`src/rtl/tytra_stream_pkg.sv`:
```
// Shared definitions for TyTra stream leaf nodes: FloPoCo exception codes,
// the single-precision FloPoCo word layout and a constant-foldable clog2.
package tytra_stream_pkg;

   typedef enum logic [1:0] {
      EXN_ZERO   = 2'b00,
      EXN_NORMAL = 2'b01,
      EXN_INF    = 2'b10,
      EXN_NAN    = 2'b11
   } fpc_exn_e;

   localparam logic [1:0] FPC_EF_NORMAL = 2'b01;
   localparam int         FPC_SP_W      = 34;

   typedef struct packed {
      fpc_exn_e    exn;
      logic        sign;
      logic [7:0]  exp;
      logic [22:0] frac;
   } fpc_sp_t;

   function automatic int clog2(input int value);
      int res;
      res = 0;
      for (int v = value - 1; v > 0; v = v >> 1) begin
         res = res + 1;
      end
      return res;
   endfunction

endpackage

```
`src/rtl/coriolis_map_fpmul_pipe_if.sv`:
```
// Valid/ready stream bundle of the multiply map node: two operand streams in,
// one product stream out, plus the occupancy count.
interface coriolis_map_fpmul_pipe_if
   import tytra_stream_pkg::*;
#(
   parameter int STREAMW = FPC_SP_W,
   parameter int NLANES  = 1,
   parameter int LAT     = 3
) ();

   logic                         ivalid_in1_s0;
   logic [NLANES*STREAMW-1:0]    in1_s0;
   logic                         ivalid_in2_s0;
   logic [NLANES*STREAMW-1:0]    in2_s0;
   logic                         iready;
   logic                         ovalid;
   logic [NLANES*STREAMW-1:0]    out1_s0;
   logic                         oready;
   logic [clog2(LAT+2)-1:0]      inflight;

   modport slave (
      input  ivalid_in1_s0, in1_s0, ivalid_in2_s0, in2_s0, oready,
      output iready, ovalid, out1_s0, inflight
   );

   modport master (
      output ivalid_in1_s0, in1_s0, ivalid_in2_s0, in2_s0, oready,
      input  iready, ovalid, out1_s0, inflight
   );

endinterface

```
`src/rtl/FPMult_8_23_8_23_8_23_F400_uid2.sv`:
```
// FloPoCo-format single-precision multiplier, round-to-nearest-even, no
// subnormals, with a DEPTH-stage stallable result pipeline.
module FPMult_8_23_8_23_8_23_F400_uid2
   import tytra_stream_pkg::*;
#(
   parameter int DEPTH = 3
) (
   input  logic                clk,
   input  logic                stall,
   input  logic [FPC_SP_W-1:0] X,
   input  logic [FPC_SP_W-1:0] Y,
   output logic [FPC_SP_W-1:0] R
);

   fpc_sp_t     x, y, prod;
   fpc_sp_t     stage [DEPTH];
   logic [47:0] mx, my, mant_prod;
   logic [9:0]  exp_sum;
   logic [22:0] frac_trunc;
   logic        guard, sticky, round_bit;
   logic [32:0] exp_frac;

   assign x = X;
   assign y = Y;

   always_comb begin
      mx        = {24'd0, 1'b1, x.frac};
      my        = {24'd0, 1'b1, y.frac};
      mant_prod = mx * my;
      exp_sum   = {2'b00, x.exp} + {2'b00, y.exp} - 10'd127 + {9'd0, mant_prod[47]};
      if (mant_prod[47]) begin
         frac_trunc = mant_prod[46:24];
         guard      = mant_prod[23];
         sticky     = |mant_prod[22:0];
      end else begin
         frac_trunc = mant_prod[45:23];
         guard      = mant_prod[22];
         sticky     = |mant_prod[21:0];
      end
      round_bit = guard & (sticky | frac_trunc[0]);
      // Rounding carry ripples straight into the (signed) exponent field.
      exp_frac  = {exp_sum, frac_trunc} + {32'd0, round_bit};

      prod      = '0;
      prod.sign = x.sign ^ y.sign;
      if (x.exn == EXN_NAN || y.exn == EXN_NAN ||
          (x.exn == EXN_INF && y.exn == EXN_ZERO) ||
          (x.exn == EXN_ZERO && y.exn == EXN_INF)) begin
         prod.exn = EXN_NAN;
      end else if (x.exn == EXN_INF || y.exn == EXN_INF) begin
         prod.exn = EXN_INF;
      end else if (x.exn == EXN_ZERO || y.exn == EXN_ZERO) begin
         prod.exn = EXN_ZERO;
      end else if (exp_frac[32] || exp_frac[32:23] == 10'd0) begin
         prod.exn = EXN_ZERO;
      end else if (exp_frac[32:23] >= 10'd255) begin
         prod.exn = EXN_INF;
      end else begin
         prod.exn  = EXN_NORMAL;
         prod.exp  = exp_frac[30:23];
         prod.frac = exp_frac[22:0];
      end
   end

   always_ff @(posedge clk) begin
      if (!stall) begin
         stage[0] <= prod;
         for (int i = 1; i < DEPTH; i++) begin
            stage[i] <= stage[i-1];
         end
      end
   end

   assign R = stage[DEPTH-1];

endmodule

```
`src/rtl/tytra_valid_pipe.sv`:
```
// Valid-bit shift register that tracks items through a stallable core;
// bubbles shift like real items so the valid stays aligned with the data.
module tytra_valid_pipe #(
   parameter int LAT = 3
) (
   input  logic clk,
   input  logic clear,
   input  logic enable,
   input  logic din,
   output logic dout
);

   logic [LAT-1:0] v_reg;

   generate
      if (LAT == 1) begin : g_one
         always_ff @(posedge clk) begin
            if (clear)       v_reg <= '0;
            else if (enable) v_reg <= din;
         end
      end else begin : g_shift
         always_ff @(posedge clk) begin
            if (clear)       v_reg <= '0;
            else if (enable) v_reg <= {v_reg[LAT-2:0], din};
         end
      end
   endgenerate

   assign dout = v_reg[LAT-1];

endmodule

```
`src/rtl/coriolis_map_fpmul_pipe.sv`:
```
// Elastic N-lane floating-point multiply map node: joins the operand streams,
// runs the stallable multiplier cores and holds results in an output register.
module coriolis_map_fpmul_pipe
   import tytra_stream_pkg::*;
#(
   parameter int                 STREAMW = FPC_SP_W,
   parameter int                 NLANES  = 1,
   parameter int                 LAT     = 3,
   parameter int                 MODE    = 0,
   parameter logic [STREAMW-1:0] CONST_Y = {FPC_EF_NORMAL, 32'h43d8_0000}
) (
   input logic                      clk,
   input logic                      rst,
   coriolis_map_fpmul_pipe_if.slave bus
);

   localparam int             IFW = clog2(LAT + 2);
   localparam logic [IFW-1:0] ONE = 1;

   logic                      ivalid, adv, accept, deliver, v_last;
   logic                      ovalid_reg;
   logic [NLANES*STREAMW-1:0] prod, out_reg;
   logic [IFW-1:0]            inflight_reg;

   assign ivalid  = (MODE == 0) ? bus.ivalid_in1_s0 : (bus.ivalid_in1_s0 & bus.ivalid_in2_s0);
   // An empty output slot never blocks, so only a held, unconsumed result stalls.
   assign adv     = ~ovalid_reg | bus.oready;
   assign accept  = ivalid & adv;
   assign deliver = ovalid_reg & bus.oready;

   tytra_valid_pipe #(.LAT(LAT)) u_vpipe (
      .clk    (clk),
      .clear  (rst),
      .enable (adv),
      .din    (ivalid),
      .dout   (v_last)
   );

   generate
      for (genvar gi = 0; gi < NLANES; gi++) begin : g_lane
         logic [STREAMW-1:0] op2;
         assign op2 = (MODE == 0) ? CONST_Y : bus.in2_s0[gi*STREAMW +: STREAMW];
         FPMult_8_23_8_23_8_23_F400_uid2 #(.DEPTH(LAT)) u_mul (
            .clk   (clk),
            .stall (~adv),
            .X     (bus.in1_s0[gi*STREAMW +: STREAMW]),
            .Y     (op2),
            .R     (prod[gi*STREAMW +: STREAMW])
         );
      end
   endgenerate

   always_ff @(posedge clk) begin
      if (rst) begin
         ovalid_reg   <= 1'b0;
         out_reg      <= '0;
         inflight_reg <= '0;
      end else begin
         if (adv) begin
            out_reg    <= prod;
            ovalid_reg <= v_last;
         end
         if (accept && !deliver)      inflight_reg <= inflight_reg + ONE;
         else if (!accept && deliver) inflight_reg <= inflight_reg - ONE;
      end
   end

   assign bus.iready   = adv;
   assign bus.ovalid   = ovalid_reg;
   assign bus.out1_s0  = out_reg;
   assign bus.inflight = inflight_reg;

endmodule

```
`src/flat_wrapper.sv`:
```
// flat-port wrapper written by rule: the top's interface ports become plain ports
module coriolis_map_fpmul_pipe_flat import tytra_stream_pkg::*;
#(
   parameter int                 STREAMW = FPC_SP_W,
   parameter int                 NLANES  = 1,
   parameter int                 LAT     = 3,
   parameter int                 MODE    = 0,
   parameter logic [STREAMW-1:0] CONST_Y = {FPC_EF_NORMAL, 32'h43d8_0000}
)
  (clk, rst, bus_ivalid_in1_s0, bus_in1_s0, bus_ivalid_in2_s0, bus_in2_s0, bus_oready, bus_iready, bus_ovalid, bus_out1_s0, bus_inflight);
  coriolis_map_fpmul_pipe_if #(.STREAMW(STREAMW), .NLANES(NLANES), .LAT(LAT)) bus_i ();
  input logic clk;
  input logic rst;
  input wire logic [$bits(bus_i.ivalid_in1_s0)-1:0] bus_ivalid_in1_s0;
  input wire logic [$bits(bus_i.in1_s0)-1:0] bus_in1_s0;
  input wire logic [$bits(bus_i.ivalid_in2_s0)-1:0] bus_ivalid_in2_s0;
  input wire logic [$bits(bus_i.in2_s0)-1:0] bus_in2_s0;
  input wire logic [$bits(bus_i.oready)-1:0] bus_oready;
  output wire logic [$bits(bus_i.iready)-1:0] bus_iready;
  output wire logic [$bits(bus_i.ovalid)-1:0] bus_ovalid;
  output wire logic [$bits(bus_i.out1_s0)-1:0] bus_out1_s0;
  output wire logic [$bits(bus_i.inflight)-1:0] bus_inflight;
  assign bus_i.ivalid_in1_s0 = bus_ivalid_in1_s0;
  assign bus_i.in1_s0 = bus_in1_s0;
  assign bus_i.ivalid_in2_s0 = bus_ivalid_in2_s0;
  assign bus_i.in2_s0 = bus_in2_s0;
  assign bus_i.oready = bus_oready;
  assign bus_iready = bus_i.iready;
  assign bus_ovalid = bus_i.ovalid;
  assign bus_out1_s0 = bus_i.out1_s0;
  assign bus_inflight = bus_i.inflight;
  coriolis_map_fpmul_pipe #(.STREAMW(STREAMW), .NLANES(NLANES), .LAT(LAT), .MODE(MODE), .CONST_Y(CONST_Y)) u_core (.clk(clk), .rst(rst), .bus(bus_i));
endmodule
```
`config.mk`:
```
export PLATFORM = sky130hd
export DESIGN_NAME = coriolis_map_fpmul_pipe_flat
export DESIGN_NICKNAME = d
export VERILOG_FILES = /design/src/rtl/tytra_stream_pkg.sv /design/src/rtl/coriolis_map_fpmul_pipe_if.sv /design/src/rtl/FPMult_8_23_8_23_8_23_F400_uid2.sv /design/src/rtl/tytra_valid_pipe.sv /design/src/rtl/coriolis_map_fpmul_pipe.sv /design/src/flat_wrapper.sv
export SDC_FILE = /design/constraint.sdc
export NUM_CORES = 1
export LEC_CHECK = 0
export ABC_AREA = 0
export BUFFER_PORTS_ARGS = -buffer_cell sky130_fd_sc_hd__buf_4
export CORE_MARGIN = 5
export CORE_UTILIZATION = 50
export DETAILED_ROUTE_END_ITERATION = 6
export PLACE_DENSITY = 0.75
export SLEW_MARGIN = 20
export SYNTH_ARGS = -nofsm -noshare
export SYNTH_HDL_FRONTEND = slang
export SYNTH_SLANG_ARGS = --single-unit
```
`constraint.sdc`:
```
create_clock -name clk -period 9.2 [get_ports clk]
set_input_delay 0.46 -clock clk [delete_from_list [all_inputs] [get_ports clk]]
set_output_delay 0.46 -clock clk [all_outputs]
set_load 0.01 [all_outputs]
```
==> results.py, run 1 <==
metrics = {
    "placement": {
        "post_dp_cell_area_sq_mm": 0.01063,
        "dp_hpwl_mm": 14.92,
        "portBuffers": 76,
        "gp_congestion": 0.9414,
    },
    "final_layout": {
        "area_growth_pct": 14.03,
        "num-nets-final": 1276,
        "diodes": 0,
        "final_cell_mix": "128 x nand2_1, 125 x inv_1, 102 x edfxtp_1, 91 x a21oi_1, 82 x buf_4",
        "largest_register": "u_core.g_lane.u_mul.stage",
        "final_area_sq_mm": 0.01122,
        "fill_cells": 1703,
        "postLayoutCoreUtil_pct": 57.82,
        "largest_reg_flops": 102,
        "final_common_cell": "nand2_1",
        "drive_gt1_share_pct": 11.50,
    },
    "critical_path": {
        "critPathBufInv": 5,
        "critical_path.max_stage_delay_ns": 0.61,
        "required_ns": 9.31,
        "critPathTopFamily": "compound AO/OA/AOI/OAI gates",
        "cp-end-kind": "register",
        "start_kind": "input port",
        "worstPathArrival_ns": 7.93,
        "worstSetupPathType": "input port to register",
        "crit_fanout": 29,
        "crit_slowest_cell": "o41ai_1",
    },
    "timing": {
        "finalClockSkew_ns": 0.01027,
        "max_freq_ghz": 0.1279,
        "min_period_over_period_pct": 85.00,
        "slew_viol_final": 0,
        "hold_slack_ns": 0.2324,
        "setup_violations": 0,
        "rsz0062_at_grt": "false",
        "finalSetupTns_ns": 0,
        "worst_pin_slew_ns": 0.9716,
        "min_period_ns": 7.820,
        "hold_viol": 0,
        "max_slew_margin_pct": 34.69,
    },
    "floorplanning": {
        "pin_count": 112,
        "die-height_um": 150.3,
        "fp.dieW_um": 150.3,
        "initial_core_util_pct": 50.70,
        "rows": 51,
        "core_sq_mm": 0.01940,
        "design.die.area_sq_mm": 0.02258,
    },
    "route": {
        "ant_nets": 0,
        "post_drt_wl_per_cell_um": 14.26,
        "avgViaCountPerCell": 5.511,
        "routed_wl_mm": 19.65,
        "drtIter0Drc": 470,
        "vias": 7594,
        "drc_errors": 0,
        "firstDrtPassIters": 5,
    },
    "power": {
        "pwr_density_cell_mw_per_mm2": 268.4,
        "seqPwrFrac_pct": 29.1,
        "pwr-share-comb_pct": 49.1,
        "cellLeakagePower_nw": 4.869,
        "p_switching_mw": 1.217,
        "power.share.clock_pct": 21.8,
        "p_sw_share_pct": 40.43,
        "vdd_drop_max_mv": 0.1114,
        "intPower_mw": 1.793,
        "power_mw": 3.010,
    },
    "clocking": {
        "cts_buffers": 17,
        "tritoncts": "done",
        "cts_setup_buffers": 0,
        "clk_pin_slew_ns": 0.06,
        "clockBufferDepth": 2,
        "clockRootBuffer": "clkbuf_16",
        "holdBufCountCts": 0,
        "cts.sinks": 143,
        "ctsResizeCount": 0,
        "cts_max_level": 4,
        "clk_latency_ns": 0.41,
    },
    "yosys": {
        "syn_inst": 1040,
        "yosysTopAreaCellShare_pct": 31.14,
        "synth_area_leaders": "edfxtp_1 31%, dfxtp_1 8.3%, fa_1 8.1%",
        "yosysTopAreaCell": "edfxtp_1",
        "synthDistinctLibCells": 76,
        "synth_ff_type": "edfxtp_1",
        "synth_nets": 1216,
        "syn-cell-area_sq_mm": 0.009836,
        "synth_edf_count": 102,
        "seq_area_frac_synth_pct": 39.49,
        "synthArstFlopShare_pct": 0,
        "yosys_warnings": 0,
        "ys_ff_latch": 143,
        "syn_area_per_cell_sq_um": 9.457,
    },
    "global_routing": {
        "antenna_found_initial": 0,
        "grtUsageMet1_pct": 23.55,
        "gr-total-overflow": 0,
        "gr-usage-all-layers_pct": 17.52,
        "grt-busiest-layer": "met2",
        "grt_pass1_vias": 7036,
        "grt_max_degree": 74,
        "grt_pass1_wl_mm": 32.78,
        "use_met2_pct": 29.89,
        "gr-usage-met3_pct": 2.619,
    },
    "flow_run": {
        "drv_cap": 0,
    },
    "worst_hold_path": {
        "hold_path.class": "input port to register",
    },
    "status": {
        "status": "finished clean",
    },
}
==> power groups by stage <==
stage               sequential [mW]  combinational (mW)  clock [mW]
floorplan                     0.884                1.11           0
global placement              0.881                1.42           0
detailed placement            0.888                1.45           0
CTS                           0.877                1.46       0.672
global route                  0.886                1.65       0.701
finish                        0.875                1.48       0.657
==> metrics by stage <==
step | worst slack (ns) | std cells
floorplan | 1.873 | 1040
global placement | 1.115 | 1346
detailed placement | 1.017 | 1346
CTS | 1.449 | 1378
global route | 0.8155 | 1378
finish | 1.380 | 1378
==> synth_stat cells (7+ instances only) <==
cell and count:
nor2_1 48, a21o_1 12, nand3_1 21, o21ai_0 33, or3_1 7, and2_1 12
edfxtp_1 102, nor2b_1 8, inv_1 126, nor3_1 44, and4_1 9, a211oi_1 8
nor3b_1 7, o211ai_1 11, clkbuf_1 32, ha_1 63, xor2_1 21, o21a_1 8
nand2_1 128, xnor2_1 26, nor4_1 9, a21oi_1 91, dfxtp_1 41, fa_1 40
mux2i_1 7, and3_1 10, nand4_1 19
==> cell type report <==
class / count / area [sq um] / area share [%]
repair buffers: 82 / 615.6 / 5.489
inverters: 127 / 479.2 / 4.273
multi-input cells: 729 / 5319 / 47.42
flip-flops and latches: 143 / 3884 / 34.63
clock inverters: 10 / 100.1 / 0.8925
well taps: 265 / 331.6 / 2.956
clock buffers: 22 / 486.7 / 4.340
==> logic make-up (layout without fill, tap and decap cells) <==
logic type,count (synthesis),count (layout),synth area share [%]
XOR/XNOR,47,47,4.185
adder cells (fa/ha/maj),103,103,16.16
AO/OA/AOI/OAI,232,232,15.77
buffers and inverters,168,241,6.615
flip-flops,143,143,39.49
AND/OR/NAND/NOR,339,339,16.96
multiplexers,8,8,0.8269
==> metal layers <==
layer,part of all wire (%),vias to the layer above
li1,-,3805
met1,46,3571
met2,49,202
met3,4.1,16
met4,1.1,0
met5,0,-
==> worst paths after layout <==
kind	startpoint	to	slack [ns]	cells after the start
worst min register to register	u_core.g_lane[0].u_mul.stage[1][12]$_DFFE_PN_	u_core.g_lane[0].u_mul.stage[2][12]$_DFFE_PN_	0.41	0
worst max register to register	u_core.bus.ovalid$_SDFFE_PP0N_	u_core.bus.inflight[2]$_SDFFE_PP0P_	6.19	11
worst min-delay path	bus_in1_s0[31]	u_core.g_lane[0].u_mul.stage[0][31]$_DFFE_PN_	0.23	1
worst max-delay path	bus_in1_s0[11]	u_core.g_lane[0].u_mul.stage[0][2]$_SDFFCE_PP0N_	1.38	26
No activity file was read; power rests on OpenSTA's default activity.
==> inputs of run 2 (changes only) <==
--- a/config.mk
+++ b/config.mk
@@ -10,7 +10,7 @@
 export CORE_MARGIN = 5
 export CORE_UTILIZATION = 50
 export DETAILED_ROUTE_END_ITERATION = 6
-export PLACE_DENSITY = 0.75
+export PLACE_DENSITY = 0.78
 export SLEW_MARGIN = 20
 export SYNTH_ARGS = -nofsm -noshare
 export SYNTH_HDL_FRONTEND = slang
==> constraint.sdc (replaced) <==
create_clock -name clk -period 6.6 [get_ports clk]
set_input_delay 0.33 -clock clk [delete_from_list [all_inputs] [get_ports clk]]
set_output_delay 0.33 -clock clk [all_outputs]
set_load 0.01 [all_outputs]
==> run 2 against run 1 <==
  * Combinational power grew 65%
  * Non-clock buffer count grew 85
  * Clock skew shrank 0.0022 ns
  * Cell count grew 6.2%
  * Critical endpoint is now u_core.g_lane[0].u_mul.stage[0][9]$_SDFFCE_PP0N_
  * Highest routed layer unchanged
==> results.py, run 2 (synthesized netlist as in run 1, its figures left out) <==
metrics = {
    "timing": {
        "setup_ws_ns": 0.4433,
        "slew_viol_final": 0,
        "min_period_over_period_pct": 93.28,
        "max_freq_ghz": 0.1624,
        "min_period_ns": 6.157,
        "setup_violations": 0,
        "max_slew_margin_pct": 32.65,
        "finalClockSkew_ns": 0.008059,
        "rsz0062_at_grt": "false",
        "hold_viol": 0,
        "worst_pin_slew_ns": 1.010,
    },
    "placement": {
        "dp_hpwl_mm": 16.32,
        "post_dp_cell_area_sq_mm": 0.01147,
        "dpl_worst_slack_ns": -0.07059,
        "dpl.cell_count": 1431,
        "gp_congestion": 0.8886,
        "portBuffers": 76,
    },
    "critical_path": {
        "crit_fanout": 29,
        "reg2reg_to": "u_core.bus.inflight[2]$_SDFFE_PP0P_",
        "r2r_slack_ns": 3.90,
        "required_ns": 6.74,
        "worstSetupPathType": "input port to register",
        "cp-end-kind": "register",
        "r2r-start": "u_core.bus.ovalid$_SDFFE_PP0N_",
        "worstPathArrival_ns": 6.29,
        "start_kind": "input port",
        "r2r_cells": 11,
    },
    "floorplanning": {
        "pin_count": 112,
        "initial_core_util_pct": 50.70,
        "core_sq_mm": 0.01940,
        "design.die.area_sq_mm": 0.02258,
        "fp.dieW_um": 150.3,
        "rows": 51,
        "die-height_um": 150.3,
    },
    "global_routing": {
        "gr-total-overflow": 0,
        "grt_max_degree": 97,
        "grt_pass1_wl_mm": 36.01,
        "grt_pass1_vias": 7748,
        "antenna_found_initial": 0,
        "gr-usage-all-layers_pct": 19.33,
    },
    "power": {
        "vdd_drop_max_mv": 0.2358,
        "pwr_density_cell_mw_per_mm2": 373.1,
        "cellLeakagePower_nw": 5.284,
        "power_mw": 4.473,
    },
    "final_layout": {
        "diodes": 0,
        "fill_cells": 1646,
        "drive_gt1_share_pct": 19.45,
        "final_common_cell": "buf_4",
        "final_area_sq_mm": 0.01199,
        "stdcell_count": 1463,
        "num-nets-final": 1361,
        "largest_reg_flops": 102,
        "area_growth_pct": 21.89,
        "final_cell_mix": "165 x buf_4, 125 x inv_1, 121 x nand2_1, 102 x edfxtp_1, 90 x a21oi_1",
        "largest_register": "u_core.g_lane.u_mul.stage",
        "postLayoutCoreUtil_pct": 61.80,
    },
    "clocking": {
        "cts_buffers": 17,
        "cts_max_level": 4,
        "tritoncts": "done",
        "clk_latency_ns": 0.40,
        "clockRootBuffer": "clkbuf_16",
        "clk_pin_slew_ns": 0.05,
        "clockBufferDepth": 2,
        "holdBufCountCts": 0,
        "cts.sinks": 143,
    },
    "route": {
        "ant_nets": 0,
        "routed_wl_mm": 20.74,
        "post_drt_wl_per_cell_um": 14.18,
        "drtIter0Drc": 342,
        "drc_errors": 0,
        "firstDrtPassIters": 5,
        "avgViaCountPerCell": 5.377,
        "vias": 7866,
    },
    "worst_hold_path": {
        "whs_endpoint": "u_core.g_lane[0].u_mul.stage[0][31]$_DFFE_PN_",
        "min_path_cells": 1,
        "hold_path.class": "input port to register",
        "holdCritStartpoint": "bus_in1_s0[31]",
    },
    "flow_run": {
        "drv_cap": 0,
    },
    "status": {
        "status": "finished clean",
    },
}
run 2: changes by cell type in the layout (fill, tap and decap cells not counted), moves of 3 or more:
cell      previous run  this run
buf_4               82       165
clkinv_1             1         5
clkinv_2             1         6
clkinv_4             5         0
ha_1                63        55
ha_4                 0         7
nand2_1            128       121
nand2_2              0         5
o21ai_2              1         4
run 2: through the flow:
stage	hold WS, ns	TNS [ns]
after floorplan	0.4003	0
after global placement	0.4004	0
after detailed placement	0.4045	-1.575
after CTS	0.08589	0
after global routing	0.08203	0
final	0.1072	0
run 2: routing by layer:
metal	share of wire [%]	GRT usage [%]	up-vias
met5	0	0	-
met4	1.7	5.764	0
met3	3.9	2.769	32
met2	51	34.42	175
met1	43	24.47	3680
li1	-	-	3979
run 2: cell type report:
type,instances,area [sq um],share of cell area (%)
inverters,127,480.5,4.008
clock buffers,21,440.4,3.674
clock inverters,11,73.82,0.6157
flip-flops and latches,143,3884,32.39
well taps,265,331.6,2.766
multi-input cells,729,5500,45.88
repair buffers,167,1279,10.67
run 2: what timing repair did:
item | 4_1_cts | 5_1_grt
buffers inserted | 0 | 0
resized for setup | 0 | 1
setup endpoints to repair | 0 | 26
run 2: worst max-delay path by stage:
stage,to,slack (ns),startpoint
finish,u_core.g_lane[0].u_mul.stage[0][9]$_SDFFCE_PP0N_,0.44,bus_in1_s0[9]
floorplan,u_core.g_lane[0].u_mul.stage[0][30]$_SDFFCE_PP0N_,0.00004,bus_in1_s0[7]
global route,u_core.g_lane[0].u_mul.stage[0][14]$_SDFFCE_PP0N_,0.002,bus_in1_s0[8]
detailed placement,u_core.g_lane[0].u_mul.stage[0][9]$_SDFFCE_PP0N_,-0.07,bus_in1_s0[1]
CTS,u_core.g_lane[0].u_mul.stage[0][14]$_SDFFCE_PP0N_,0.34,bus_in1_s0[1]
global placement,u_core.g_lane[0].u_mul.stage[0][12]$_SDFFCE_PP0N_,0.09,bus_in1_s0[8]
run 2: where the power goes:
part	internal, mW	leakage [nW]	switching [mW]
Clock	0.507	0.256	0.312
Sequential	1.17	1.54	0.0542
Combinational	1.02	3.49	1.41
run 2: worst max-delay path: stages:
cell and delay (ns):
buf_4 0.13, ha_1 0.31, fa_1 0.51, inv_1 0.05
fa_1 0.49, inv_1 0.06, ha_4 0.25, a21oi_1 0.31
o21ai_2 0.11, a211oi_2 0.28, nor3b_2 0.12, buf_4 0.15
o31ai_2 0.24, nand3_1 0.17, a21oi_1 0.18, ha_2 0.21
nand2_2 0.05, or4_1 0.46, or3_4 0.38, a2111oi_4 0.27
buf_4 0.19, and4_1 0.17, nor3_1 0.07, buf_4 0.15
nor4b_4 0.33, buf_12 0.21, nor3_1 0.08
==> inputs of run 3 (changes only) <==
--- a/config.mk
+++ b/config.mk
@@ -9,8 +9,9 @@
 export BUFFER_PORTS_ARGS = -buffer_cell sky130_fd_sc_hd__buf_4
 export CORE_MARGIN = 5
 export CORE_UTILIZATION = 50
+export CTS_BUF_LIST = sky130_fd_sc_hd__clkbuf_4 sky130_fd_sc_hd__clkbuf_8
 export DETAILED_ROUTE_END_ITERATION = 6
-export PLACE_DENSITY = 0.78
+export PLACE_DENSITY_LB_ADDON = 0.25
 export SLEW_MARGIN = 20
 export SYNTH_ARGS = -nofsm -noshare
 export SYNTH_HDL_FRONTEND = slang
==> run 3 against run 2 <==
  * First-iteration DRC count is 3.2% lower
  * Largest cell class unchanged
  * Setup slack improved by 0.036 ns
  * Clock-buffer cell count is 5 higher
  * Total power down 3.5%
  * Non-clock buffer count up 3
  * Combinational power about the same
  * Highest routed layer unchanged
  * Critical endpoint is now u_core.g_lane[0].u_mul.stage[0][0]$_SDFFCE_PP0N_
  * Wire length down 2.9%
  * Cell area fell by 0.88%
  * Cell count grew 0.21%
  * Sequential share of layout area grew 0.29 points
==> results.py, run 3 (synthesized netlist as in run 1, its figures left out) <==
metrics = {
    "status": {
        "status": "finished clean",
    },
    "worst_hold_path": {
        "hold_path.class": "input port to register",
    },
    "global_routing": {
        "grt-busiest-layer": "met2",
        "grt_max_degree": 95,
        "gr-usage-all-layers_pct": 18.69,
        "gr-usage-met3_pct": 2.589,
        "gr-total-overflow": 0,
        "grtUsageMet1_pct": 23.81,
        "antenna_found_initial": 0,
        "use_met2_pct": 34.04,
        "grt_pass1_vias": 7549,
        "grt_pass1_wl_mm": 34.87,
    },
    "critical_path": {
        "start_kind": "input port",
        "cp-end-kind": "register",
        "worstSetupPathType": "input port to register",
        "worstPathArrival_ns": 6.27,
        "crit_fanout": 29,
        "required_ns": 6.75,
    },
    "final_layout": {
        "final_cell_mix": "169 x buf_4, 125 x inv_1, 121 x nand2_1, 102 x edfxtp_1, 90 x a21oi_1",
        "num-nets-final": 1364,
        "largest_register": "u_core.g_lane.u_mul.stage",
        "area_growth_pct": 20.82,
        "largest_reg_flops": 102,
        "final_common_cell": "buf_4",
        "drive_gt1_share_pct": 20.32,
        "diodes": 0,
        "stdcell_count": 1466,
    },
    "timing": {
        "worst_pin_slew_ns": 0.9947,
        "setup_ws_ns": 0.4791,
        "setup_violations": 0,
        "slew_viol_final": 0,
        "hold_viol": 0,
        "finalSetupTns_ns": 0,
        "min_period_ns": 6.121,
        "max_slew_margin_pct": 33.69,
        "min_period_over_period_pct": 92.74,
        "rsz0062_at_grt": "false",
        "finalClockSkew_ns": 0.007080,
        "max_freq_ghz": 0.1634,
    },
    "clocking": {
        "cts_buffers": 17,
        "holdBufCountCts": 0,
        "clockBufferDepth": 2,
        "cts.sinks": 143,
        "clk_pin_slew_ns": 0.07,
        "cts_setup_buffers": 0,
        "clockRootBuffer": "clkbuf_8",
        "ctsResizeCount": 0,
        "cts_max_level": 4,
        "clk_latency_ns": 0.41,
        "tritoncts": "done",
    },
    "floorplanning": {
        "design.die.area_sq_mm": 0.02258,
        "pin_count": 112,
        "fp.dieW_um": 150.3,
        "die-height_um": 150.3,
        "initial_core_util_pct": 50.70,
        "core_sq_mm": 0.01940,
        "rows": 51,
    },
    "route": {
        "drc_errors": 0,
        "routed_wl_mm": 20.15,
        "vias": 7718,
        "firstDrtPassIters": 5,
        "avgViaCountPerCell": 5.265,
        "ant_nets": 0,
        "post_drt_wl_per_cell_um": 13.74,
        "drtIter0Drc": 331,
    },
    "placement": {
        "portBuffers": 76,
        "dp_hpwl_mm": 16.11,
        "dpl.cell_count": 1434,
        "dpl_worst_slack_ns": 0.002643,
        "gp_congestion": 0.8588,
    },
    "power": {
        "power_mw": 4.315,
        "vdd_drop_max_mv": 0.1208,
        "pwr_density_cell_mw_per_mm2": 363.1,
        "cellLeakagePower_nw": 5.245,
    },
    "flow_run": {
        "drv_cap": 0,
    },
}
-- run 3: path summary, 6_finish.rpt --
kind / from / endpoint / slack, ns / depth (start not counted)
setup / recovery: bus_in1_s0[9] / u_core.g_lane[0].u_mul.stage[0][0]$_SDFFCE_PP0N_ / 0.48 / 28
hold / removal: bus_in1_s0[31] / u_core.g_lane[0].u_mul.stage[0][31]$_DFFE_PN_ / 0.09 / 1
setup reg to reg: u_core.bus.ovalid$_SDFFE_PP0N_ / u_core.bus.inflight[2]$_SDFFE_PP0P_ / 3.86 / 11
hold reg to reg: u_core.g_lane[0].u_mul.stage[0][8]$_SDFFCE_PP0N_ / u_core.g_lane[0].u_mul.stage[1][8]$_DFFE_PN_ / 0.42 / 0
-- run 3: area by class of cell --
class | instances | area [sq um]
Clock buffer | 26 | 326.6
Timing Repair Buffer | 170 | 1289
Clock inverter | 6 | 81.33
Tap cell | 265 | 331.6
Multi-Input combinational cell | 729 | 5492
Inverter | 127 | 480.5
Sequential cell | 143 | 3884
Fill cell | 1721 | 7515
-- run 3: report_power, final --
part | total [mW] | leakage (nW) | switching [mW] | internal, mW
registers | 1.22 | 1.54 | 0.0517 | 1.16
logic | 2.42 | 3.50 | 1.41 | 1.02
clock network | 0.676 | 0.212 | 0.280 | 0.395
-- run 3: per-layer routing --
metal / part of all wire [%] / vias to the layer above / wire, um
li1: - / 3984 / -
met1: 44 / 3561 / 8872
met5: 0 / - / 0
met4: 1.1 / 0 / 228
met3: 3.6 / 19 / 731
met2: 51 / 154 / 10310
-- run 3: metrics by stage --
stage / util [%] / hold WS (ns) / cell area, sq um
after floorplan: - / 0.4003 / 10070
after global placement: 59.16 / 0.4001 / 11480
after detailed placement: 59.16 / 0.4045 / 11480
after CTS: 61.26 / 0.05451 / 11880
after global routing: 61.26 / 0.04994 / 11880
final: 61.26 / 0.09450 / 11880
-- run 3: critical path, stage by stage --
cell       delay (ns)
buf_4            0.13
ha_1             0.31
fa_1             0.51
inv_1            0.05
fa_1             0.50
inv_1            0.06
ha_4             0.28
nand2_4          0.05
nor4_4           0.30
o21ai_2          0.13
a2111oi_4        0.37
o31a_1           0.26
nor2_4           0.07
clkinv_2         0.06
nand2_1          0.06
a21oi_1          0.17
ha_2             0.20
nand2_2          0.05
or4_1            0.50
or3_4            0.38
a2111oi_4        0.28
buf_4            0.20
and4_1           0.17
nor3_1           0.06
buf_4            0.16
nor4b_4          0.31
buf_12           0.21
nor3_1           0.07
